==> config.mk <==
export PLATFORM = sky130hd
export DESIGN_NAME = ascii_line_buffer
export DESIGN_NICKNAME = d
export VERILOG_FILES = /design/src/rtl/ec551_lab2_pkg.sv /design/src/rtl/ascii_line_buffer_char_class.sv /design/src/rtl/ascii_line_buffer.sv
export SDC_FILE = /design/constraint.sdc
export NUM_CORES = 1
export LEC_CHECK = 0
export CAP_MARGIN = 20
export CORE_MARGIN = 2
export CORE_UTILIZATION = 54
export CTS_CLUSTER_DIAMETER = 60
export DETAILED_ROUTE_END_ITERATION = 8
export PLACE_DENSITY = 0.85
export SKIP_CTS_REPAIR_TIMING = 1
export SYNTH_ARGS = -nofsm -noshare
export SYNTH_HDL_FRONTEND = slang
export SYNTH_SLANG_ARGS = --single-unit
==> constraint.sdc <==
create_clock -name clk -period 3.7 [get_ports clk]
set_input_delay 0.74 -clock clk [delete_from_list [all_inputs] [get_ports clk]]
set_output_delay 0.74 -clock clk [all_outputs]
set_load 0.005 [all_outputs]
==> src/rtl/ec551_lab2_pkg.sv <==
// Shared definitions for the lab 2 ASCII front end: character codes, line geometry and
// the line-buffer state type.
package ec551_lab2_pkg;

  localparam int LINE_CHARS = 14;
  localparam int CHAR_W     = 8;

  localparam logic [7:0] ASCII_BS       = 8'h08;
  localparam logic [7:0] ASCII_CR       = 8'h0D;
  localparam logic [7:0] ASCII_SP       = 8'h20;
  localparam logic [7:0] ASCII_DEL      = 8'h7F;
  localparam logic [7:0] ASCII_UC_A     = 8'h41;
  localparam logic [7:0] ASCII_UC_Z     = 8'h5A;
  localparam logic [7:0] ASCII_CASE_OFS = 8'h20;

  typedef enum logic {
    COLLECT = 1'b0,
    HOLD    = 1'b1
  } line_state_t;

  function automatic logic is_upper(input logic [7:0] c);
    return (c >= ASCII_UC_A) && (c <= ASCII_UC_Z);
  endfunction

endpackage

==> src/rtl/ascii_line_buffer_char_class.sv <==
// Combinational classifier for one ASCII code: printable / backspace / enter flags and the
// character to store. Define LOWERCASE_FOLD_EN to store 'A'..'Z' as 'a'..'z'.
module ascii_char_class
  import ec551_lab2_pkg::*;
(
  input  logic [7:0] char_in,
  output logic       is_printable,
  output logic       is_bs,
  output logic       is_cr,
  output logic [7:0] char_out
);

  always_comb begin
    is_printable = (char_in >= ASCII_SP) && (char_in < ASCII_DEL);
    is_bs        = (char_in == ASCII_BS);
    is_cr        = (char_in == ASCII_CR);
`ifdef LOWERCASE_FOLD_EN
    // Folding lets the downstream converter decode hex digits in either case.
    char_out     = is_upper(char_in) ? (char_in + ASCII_CASE_OFS) : char_in;
`else
    char_out     = char_in;
`endif
  end

endmodule

==> src/rtl/ascii_line_buffer.sv <==
// Collects ASCII characters into a fixed-length line (backspace, commit on Enter) and hands
// it off with valid/ready. Optional LOWERCASE_FOLD_EN folds upper-case letters on entry.
module ascii_line_buffer #(
  parameter int NUM_CHARS = ec551_lab2_pkg::LINE_CHARS,
  parameter int CHAR_W    = ec551_lab2_pkg::CHAR_W,
  localparam int CNT_W    = $clog2(NUM_CHARS + 1)
) (
  input  logic                        clk,
  input  logic                        rst_n,
  input  logic [7:0]                  char_in,
  input  logic                        char_valid,
  output logic                        char_ready,
  output logic [NUM_CHARS*CHAR_W-1:0] line_out,
  output logic                        line_valid,
  input  logic                        line_ready,
  output logic [CNT_W-1:0]            char_count,
  output logic                        overflow
);

  import ec551_lab2_pkg::*;

  line_state_t state, next_state;

  logic [NUM_CHARS-1:0][CHAR_W-1:0] line_buf;
  logic [CNT_W-1:0]                 count;
  logic                             overflow_q;

  logic       is_printable, is_bs, is_cr;
  logic [7:0] char_folded;
  logic       accept, handoff, full, empty;

  ascii_char_class u_class (
    .char_in      (char_in),
    .is_printable (is_printable),
    .is_bs        (is_bs),
    .is_cr        (is_cr),
    .char_out     (char_folded)
  );

  // Handshakes decoded from the state register directly to keep the FSM free of comb loops.
  assign accept  = char_valid && (state == COLLECT);
  assign handoff = line_ready && (state == HOLD);
  assign full    = (count == CNT_W'(NUM_CHARS));
  assign empty   = (count == '0);

  always_ff @(posedge clk or negedge rst_n) begin
    if (!rst_n) begin
      state <= COLLECT;
    end else begin
      state <= next_state;
    end
  end

  always_comb begin
    next_state = state;
    char_ready = 1'b0;
    line_valid = 1'b0;
    case (state)
      COLLECT: begin
        char_ready = 1'b1;
        if (accept && is_cr && !empty) begin
          next_state = HOLD;
        end
      end
      HOLD: begin
        line_valid = 1'b1;
        if (handoff) begin
          next_state = COLLECT;
        end
      end
      default: next_state = COLLECT;
    endcase
  end

  always_ff @(posedge clk or negedge rst_n) begin
    if (!rst_n) begin
      line_buf   <= '0;
      count      <= '0;
      overflow_q <= 1'b0;
    end else if (handoff) begin
      line_buf   <= '0;
      count      <= '0;
      overflow_q <= 1'b0;
    end else if (accept) begin
      if (is_printable) begin
        if (!full) begin
          line_buf[count] <= CHAR_W'(char_folded);
          count           <= count + 1'b1;
        end else begin
          overflow_q <= 1'b1;
        end
      end else if (is_bs && !empty) begin
        line_buf[count - 1'b1] <= '0;
        count                  <= count - 1'b1;
      end
    end
  end

  assign line_out   = line_buf;
  assign char_count = count;
  assign overflow   = overflow_q;

endmodule

==> flow_summary.toml, run 1 <==
[outcome]
status = "completed"

[cts]
cts_num_sinks = 118
cts_max_level = 4
cts_root_buffer = "clkbuf_8"
clk_pin_slew_ps = 60
cts_buffer_depth = 2
cts_made_buffers = 17
clk_latency_ps = 520
cts_tree = "built"

[sta]
slew_viol_final = 0
setup_viol = 0
grt_setup_unrepaired = "no"
relSlewSlack_pct = 25.8
setup_tns_ps = 0
fmax_ghz = 0.345
finalCritPeriodShare_pct = 78.3
whs_ps = 135
finClkSkew_ps = 6.51
worstMarginPinSlew_ps = 1100
hold_viol = 0
layout_min_cycle_time_ps = 2900

[power_and_ir_drop]
p_per_area_mw_per_mm2 = 589
peakVddDrop_uv = 349
power.leakage_nw = 3.55

[routing]
wl_per_cell_um = 20.4
vias_per_cell = 6.32
ant_nets = 0
vias = 5439
routed_wl_um = 17500
drc = 0
drt-initial-drc-count = 453
first_pass_iters = 6

[finish]
fin_area_mm2 = 0.00777
instances_no_fill = 860
area_growth_pct = 37.1
fin_nets = 730
drive_gt1_share_pct = 10.4
antenna_cells = 0

[floorplanning]
design.core.area_mm2 = 0.0103
placementRows = 37
die_h_um = 106
num_io_pins = 131
die_w_um = 106
die-area_mm2 = 0.0113
start_util_pct = 55.1

[run]
max_cap_violations = 0

[worst_setup_path]
crit_family = "compound AO/OA/AOI/OAI gates"
cp_num_buf_inv = 1
cpPeakStageDelay_ps = 540
crit_path_max_fanout = 10
worstPathRequired_ps = 4150
cp-end-kind = "register"
crit_type = "register to register"
path_cells = "inv_1 > ha_1 > nor3b_1 > nor4_4 > o221a_2 > a21oi_1 > a22o_1"
critPathArrivalTime_ps = 3350
cp_slowest_cell = "nor3b_1"
start_kind = "register"

[logic_synthesis]
yosys-top-cells-count = "dfrtp_1, o21ai_0, a32oi_1, inv_1, nand2_1"
yosys_register_bits = 118
ys_seq_area_share_pct = 52.1
async_reset_ff_share_pct = 100
synth_top_area_share_pct = 52.1
synth_ff_type = "dfrtp_1"
yosysUniqueCellTypes = 45
yosysMostFrequentCell = "dfrtp_1"
yosysTopAreaCell = "dfrtp_1"
ys_warn_count = 0
syn_nets = 591
synth_area_mm2 = 0.00567
syn_inst = 572
synth_edf_count = 0
syn_avg_cell_area_um2 = 9.90
synth.top_cells.by_area = "dfrtp_1, a32oi_1, o21ai_0"

[placement]
place_inst = 826
dp_hpwl_um = 11400
gp_congestion = 0.932
portBuffers = 130
place_area_mm2 = 0.00717

[grt]
grt_max_degree = 50
grt_pass1_wl_um = 28100
overflow = 0
grtUsageTotal_pct = 31.8
grt_pass1_vias = 5264
antenna_found_initial = 0

[min_path]
hp-class = "input port to async pin"
## layout make-up
| type | instances | area [um2] |
|---|---|---|
| fill | 723 | 2510 |
| clock inverter | 14 | 166 |
| clock buffer | 18 | 418 |
| timing repair buffer | 164 | 1550 |
| inverter | 75 | 282 |
| tap | 136 | 170 |
| sequential | 118 | 2950 |
| multi-input combinational | 335 | 2230 |
## state kept, by name, indices dropped and copies added, names as in the netlist
signal / cells
overflow: 1
state: 1
line_out: 112
char_count: 4
## placed cells by master (no fill, tap or decap), types with 3 or more instances in the layout
cell	Yosys	layout
a21boi_0	10	10
a21oi_1	7	7
a22o_1	14	14
a31oi_1	10	10
a32oi_1	79	79
and2_1	5	5
buf_4	2	33
clkbuf_16	0	16
clkdlybuf4s50_1	0	129
clkinv_4	0	3
clkinvlp_4	0	3
dfrtp_1	118	118
ha_1	7	7
inv_1	75	75
inv_6	0	4
mux2i_1	5	5
nand2_1	32	31
nand3_1	12	12
nor2_1	14	14
nor2b_1	3	3
nor3_1	5	5
nor4_1	3	3
o21ai_0	84	84
o21ai_1	14	14
xnor2_1	3	3
## final timing paths
check	startpoint	end	slack (ps)	depth (start not counted)
min in group clk	line_out[31]	line_out[31]	480	1
max reg2reg	char_count[0]	line_out[27]	800	7
max	char_count[0]	line_out[27]	800	7
max in group asynchronous	rst_n	line_out[91]	2770	2
min reg2reg	line_out[31]	line_out[31]	480	1
min	rst_n	line_out[86]	140	1
## where the power goes
part           internal, W  total (W)  switching [W]
Sequential         0.00146    0.00167       0.000213
Combinational     0.000638    0.00127       0.000631
Clock             0.000978    0.00163       0.000650
Total              0.00308    0.00457        0.00149
## cells by family after synthesis
logic type,count (synthesis),share of synthesized area (%)
mux,5,0.883
compound gates,229,27.8
buf+inv,119,8.79
fa+ha+maj,7,1.55
flops,118,52.1
simple gates,91,8.39
xor+xnor,3,0.464
## layer usage
| metal | part of all wire (%) | GRT usage [%] | vias up |
|---|---|---|---|
| met5 | 0 | 0 | - |
| met2 | 50 | 52.6 | 331 |
| met3 | 8.4 | 5.76 | 48 |
| met4 | 2.4 | 10.8 | 0 |
| met1 | 39 | 42.7 | 2669 |
| li1 | - | - | 2391 |
## per-stage QoR
step | util, % | power [W] | worst slack [ps]
after floorplan | - | 0.00227 | 1120
after global placement | 69.8 | 0.00288 | 530
after detailed placement | 69.8 | 0.00292 | 454
after CTS | 75.5 | 0.00455 | 873
after global routing | 75.6 | 0.00479 | 662
final | 75.6 | 0.00457 | 804
(Power assumes the default switching activity.)
==> inputs of run 2 (changes only) <==
--- a/config.mk
+++ b/config.mk
@@ -7,10 +7,10 @@
 export LEC_CHECK = 0
 export CAP_MARGIN = 20
 export CORE_MARGIN = 2
-export CORE_UTILIZATION = 54
+export CORE_UTILIZATION = 46
 export CTS_CLUSTER_DIAMETER = 60
 export DETAILED_ROUTE_END_ITERATION = 8
-export PLACE_DENSITY = 0.85
+export PLACE_DENSITY = 0.77
 export SKIP_CTS_REPAIR_TIMING = 1
 export SYNTH_ARGS = -nofsm -noshare
 export SYNTH_HDL_FRONTEND = slang
==> constraint.sdc (replaced) <==
create_clock -name clk -period 2.65 [get_ports clk]
set_input_delay 0.53 -clock clk [delete_from_list [all_inputs] [get_ports clk]]
set_output_delay 0.53 -clock clk [all_outputs]
set_load 0.005 [all_outputs]
==> flow_summary.toml, run 2 (synthesis gave the netlist of run 1 again) <==
[floorplanning]
die-area_mm2 = 0.0132
die_w_um = 115
start_util_pct = 47.2
die_h_um = 115
placementRows = 40
num_io_pins = 131
design.core.area_mm2 = 0.0120

[sta]
finalCritPeriodShare_pct = 95.6
relSlewSlack_pct = 39.6
slew_viol_final = 0
hold_viol = 0
setup_viol = 0
finClkSkew_ps = 4.88
grt_setup_unrepaired = "no"
whs_ps = 175
fmax_ghz = 0.395
layout_min_cycle_time_ps = 2530
worstMarginPinSlew_ps = 896
setup_tns_ps = 0

[finish]
drive_gt1_share_pct = 12.8
largest_reg_flops = 112
final_cell_mix = "clkdlybuf4s50_1, dfrtp_1, o21ai_0"
area_growth_pct = 41.3
antenna_cells = 0
instances_no_fill = 895
fin_nets = 756
final_common_cell = "clkdlybuf4s50_1"

[power_and_ir_drop]
total_power_w = 0.00633
clockPowerShare_pct = 33.6
peakVddDrop_uv = 587
p_per_area_mw_per_mm2 = 790
power.leakage_nw = 3.70
switchingPower_w = 0.00195
p_comb_share_pct = 31.1
switching_share_pct = 30.8
pwr-share-seq_pct = 35.3
internal_power_w = 0.00438

[grt]
overflow = 0
antenna_found_initial = 0
grtUsageTotal_pct = 28.2
grt_pass1_wl_um = 28700
grt_max_degree = 119
grt_pass1_vias = 5234

[worst_setup_path]
r2r-end = "line_out[68]"
start_kind = "input port"
critPathArrivalTime_ps = 2780
crit_type = "input port to register"
cp-end-kind = "register"
worstPathRequired_ps = 2900
crit_path_max_fanout = 10
worstRegToRegCells = 7
reg2reg_from = "char_count[1]"
rrSetupSlack_ps = 220

[routing]
vias_per_cell = 6.01
vias = 5382
wl_per_cell_um = 19.9
routed_wl_um = 17800
ant_nets = 0
drt-initial-drc-count = 513
drc = 0
first_pass_iters = 5

[run]
max_cap_violations = 0

[placement]
place_inst = 865
dp_hpwl_um = 12000
portBuffers = 130
gp_congestion = 0.893

[cts]
cts_max_level = 4
cts_root_buffer = "clkbuf_16"
cts_num_sinks = 118
cts_buffer_depth = 2
cts_tree = "built"
clk_latency_ps = 410
cts_made_buffers = 17
clk_pin_slew_ps = 50

[outcome]
status = "completed"

[min_path]
hp-class = "input port to async pin"
==> run 2: routing by layer <==
metal  wire length, um  vias up  share of wire, %  GRT usage (%)
met5                 0        -                 0              0
met4               432        0               2.4           10.4
met3              1240       35               7.0           5.80
met2              8660      249                49           44.2
met1              7510     2661                42           38.9
li1                  -     2437                 -              -
==> run 2: area by class of cell <==
| type | instances | area, um2 |
|---|---|---|
| fillers | 971 | 4000 |
| flip-flops and latches | 118 | 2950 |
| multi-input cells | 335 | 2230 |
| repair buffers | 190 | 1810 |
| clock buffers | 28 | 537 |
| inverters | 75 | 282 |
| well taps | 147 | 184 |
| clock inverters | 2 | 12.5 |
==> run 2: worst max path at each step <==
stage,slack [ps],to,startpoint,cells after the start
after floorplan,280,line_out[8],char_in[6],8
after global placement,-160,line_out[71],char_in[6],8
after detailed placement,-260,line_out[66],char_in[6],8
final,120,line_out[68],char_in[6],8
after global routing,10,line_out[71],char_in[6],8
after CTS,160,line_out[68],char_in[6],8
==> run 2: worst max-delay path, cell delays in order <==
cell and delay (ps):
clkdlybuf4s50_1 480, buf_4 220, and4_1 230, a21o_1 170, buf_12 140, nand2_1 90
o21ai_0 720, o21ai_0 200
==> run 2: through the flow <==
stage          utilization [%]  area, um2  setup WS, ps
5_1_grt                   66.7       8010          10.3
3_3_place_gp              62.1       7460          -161
3_5_place_dp              62.1       7460          -262
2_1_floorplan                -       5670           276
4_1_cts                   66.7       8010           158
6_report                  66.7       8010           115
==> run 2: power by group through the flow <==
stage	sequential, W	clock, W	combinational (W)
finish	0.00223	0.00213	0.00197
CTS	0.00223	0.00214	0.00196
global route	0.00226	0.00224	0.00215
detailed placement	0.00226	0	0.00195
floorplan	0.00226	0	0.000902
global placement	0.00224	0	0.00192
==> patch, RTL diff (flow settings as in run 2) <==
The package constant `CHAR_W` goes from 8 to 6.
--- a/src/rtl/ec551_lab2_pkg.sv
+++ b/src/rtl/ec551_lab2_pkg.sv
@@ -3,7 +3,7 @@
 package ec551_lab2_pkg;
 
   localparam int LINE_CHARS = 14;
-  localparam int CHAR_W     = 8;
+  localparam int CHAR_W     = 6;
 
   localparam logic [7:0] ASCII_BS       = 8'h08;
   localparam logic [7:0] ASCII_CR       = 8'h0D;
Interface: changed (resized line_out); port bits go from 131 to 103. No check against the original RTL was run, so the function may have changed too.
==> patch against run 2 <==
Register-to-register slack improved by 0.07 ns; synthesized cell count shrank 23%; area after synthesis decreased by 23%; sequential cell count shrank 28; first-iteration DRC count is 50% lower; power is 23% lower; final cell count fell by 21%; wire length fell by 30%; worst setup slack improved by 0.13 ns; cell area shrank 26%; largest cell class unchanged.
==> patch: results (changes against run 2) <==
Run status
  – Status: completed

Synth
  – Post-synth top cells: 90 x dfrtp_1, 72 x inv_1, 37 x o22ai_1
  – Yosys cell types: 55 (+22%)
  – Syn_nets: 459 (-22%)
  – Synth top area cells: dfrtp_1 51%, inv_1 6.2%, o22ai_1 5.3%, a22oi_1 3.6%, o21ai_0 3.3%

Setup path
  – CP top delay family: simple AND/OR/NAND/NOR gates
  – Crit path arrival time: 2.62 ns (-0.16 ns)
  – R2R Setup Slk: 0.29 ns (+0.07 ns)
  – Top fanout value on the critical path: 6 (-4)
  – Worst r2r src: char_count[0]
  – Worst reg2reg path depth: 9 (+2)
  – R2r endpoint: line_out[10]

Global route
  – Largest net degree at the start of global routing: 48 (-60%)
  – First-pass GRT wire length: 20.1 mm (-30%)
  – Gr usage total: 25.2% (-3.0 points)

Place
  – DP HPWL: 9.06 mm (-25%)
  – Routability cong.: 0.996 (+12%)
  – Setup slack at placement: -0.0914 ns (+0.171 ns)

Layout
  – Fill count: 749 (-23%)
  – Share of layout cells above drive strength 1: 12.5% (-0.29 points)
  – Number of flip-flops in the largest register: 84 (-25%)
  – P&R area growth vs syn: 35.5%
  – NumNets Final: 589 (-22%)

Timing
  – Slew @ Worst Pin: 0.649 ns (-0.247 ns)
  – Post-layout min period: 2.40 ns (-0.131 ns)
  – Worst Clk Skew: 0.00830 ns (+0.00342 ns)

CTS
  – Clk_lat worst skew: 0.36 ns (-0.05 ns)
  – H-tree depth: 3 (-1)
  – Clk slew on worst S/H paths: 0.09 ns (+0.04 ns)

Detailed routing
  – Iteration-0 DRC Markers: 256 (-50%)
  – Routed len/inst: 17.8 µm (-11%)
-- patch: changes by cell type in the layout (fill, tap and decap cells not counted), moves of 8 or more --
cell / run 2 / this run
and3_1: 2 / 16
a22o_1: 14 / 6
a22oi_1: 0 / 21
a21boi_0: 10 / 0
dfrtp_1: 118 / 90
o21ai_1: 14 / 5
buf_4: 56 / 37
a221o_1: 0 / 12
clkbuf_16: 17 / 0
a32oi_1: 79 / 0
o21ai_0: 84 / 29
a31oi_1: 10 / 2
clkdlybuf4s50_1: 129 / 101
o22ai_1: 0 / 37
-- patch: worst reg2reg max path: stages, from the launching register on --
cell and delay [ns]:
dfrtp_1 0.36, inv_1 0.09, ha_1 0.30, or3b_1 0.20, buf_4 0.16, and4_1 0.26
buf_4 0.14, nand4_1 0.09, a22oi_1 0.44, o22ai_1 0.18
-- patch: cell type report --
type | instances | area share (%)
Inverter | 72 | 4.55
Multi-Input combinational cell | 257 | 29.5
Tap cell | 129 | 2.72
Timing Repair Buffer | 140 | 22.4
Clock buffer | 10 | 2.32
Clock inverter | 5 | 0.653
Sequential cell | 90 | 37.9
-- patch: through the flow --
stage	setup TNS [ns]	instances	hold WS, ns
6_report	0	703	0.155
5_1_grt	0	703	0.193
4_1_cts	0	703	0.163
3_5_place_dp	-1.65	688	0.489
3_3_place_gp	-3.68	688	0.485
2_1_floorplan	0	440	0.234
-- patch: power groups by stage --
stage                     clock (mW)  sequential [mW]  combinational [mW]
final                          0.866             1.98                2.02
after CTS                      0.874             1.97                2.01
after detailed placement           0             1.99                2.00
after global routing           0.943             2.02                2.21
after floorplan                    0             1.97               0.932
after global placement             0             1.99                1.96
-- patch: worst max path at each step --
stage	cells past startpoint	from	to
2_1_floorplan	9	char_count[1]	line_out[18]
3_3_place_gp	7	char_in[0]	line_out[20]
3_5_place_dp	8	char_in[0]	line_out[10]
4_1_cts	7	char_in[0]	line_out[18]
5_1_grt	9	char_count[0]	line_out[15]
6_report	7	char_in[0]	line_out[18]
-- patch: cell families after synthesis --
| logic type | after synthesis | share of synthesized area, % |
|---|---|---|
| AOI/OAI and AO/OA | 138 | 22.7 |
| DFF | 90 | 51.4 |
| adders and majority gates | 7 | 2.00 |
| muxes | 4 | 0.970 |
| and+or+nand+nor | 105 | 13.2 |
| xor gates and xnor gates | 3 | 1.03 |
| buffers and inverters | 93 | 8.68 |
-- patch: per-layer routing --
metal  global-route usage (%)  vias up  share of wire [%]
li1                         -     1845                  -
met1                     34.7     1977                 43
met2                     40.5      186                 48
met3                     4.00       26                6.6
met4                     9.04        0                1.7
met5                        0        -                  0
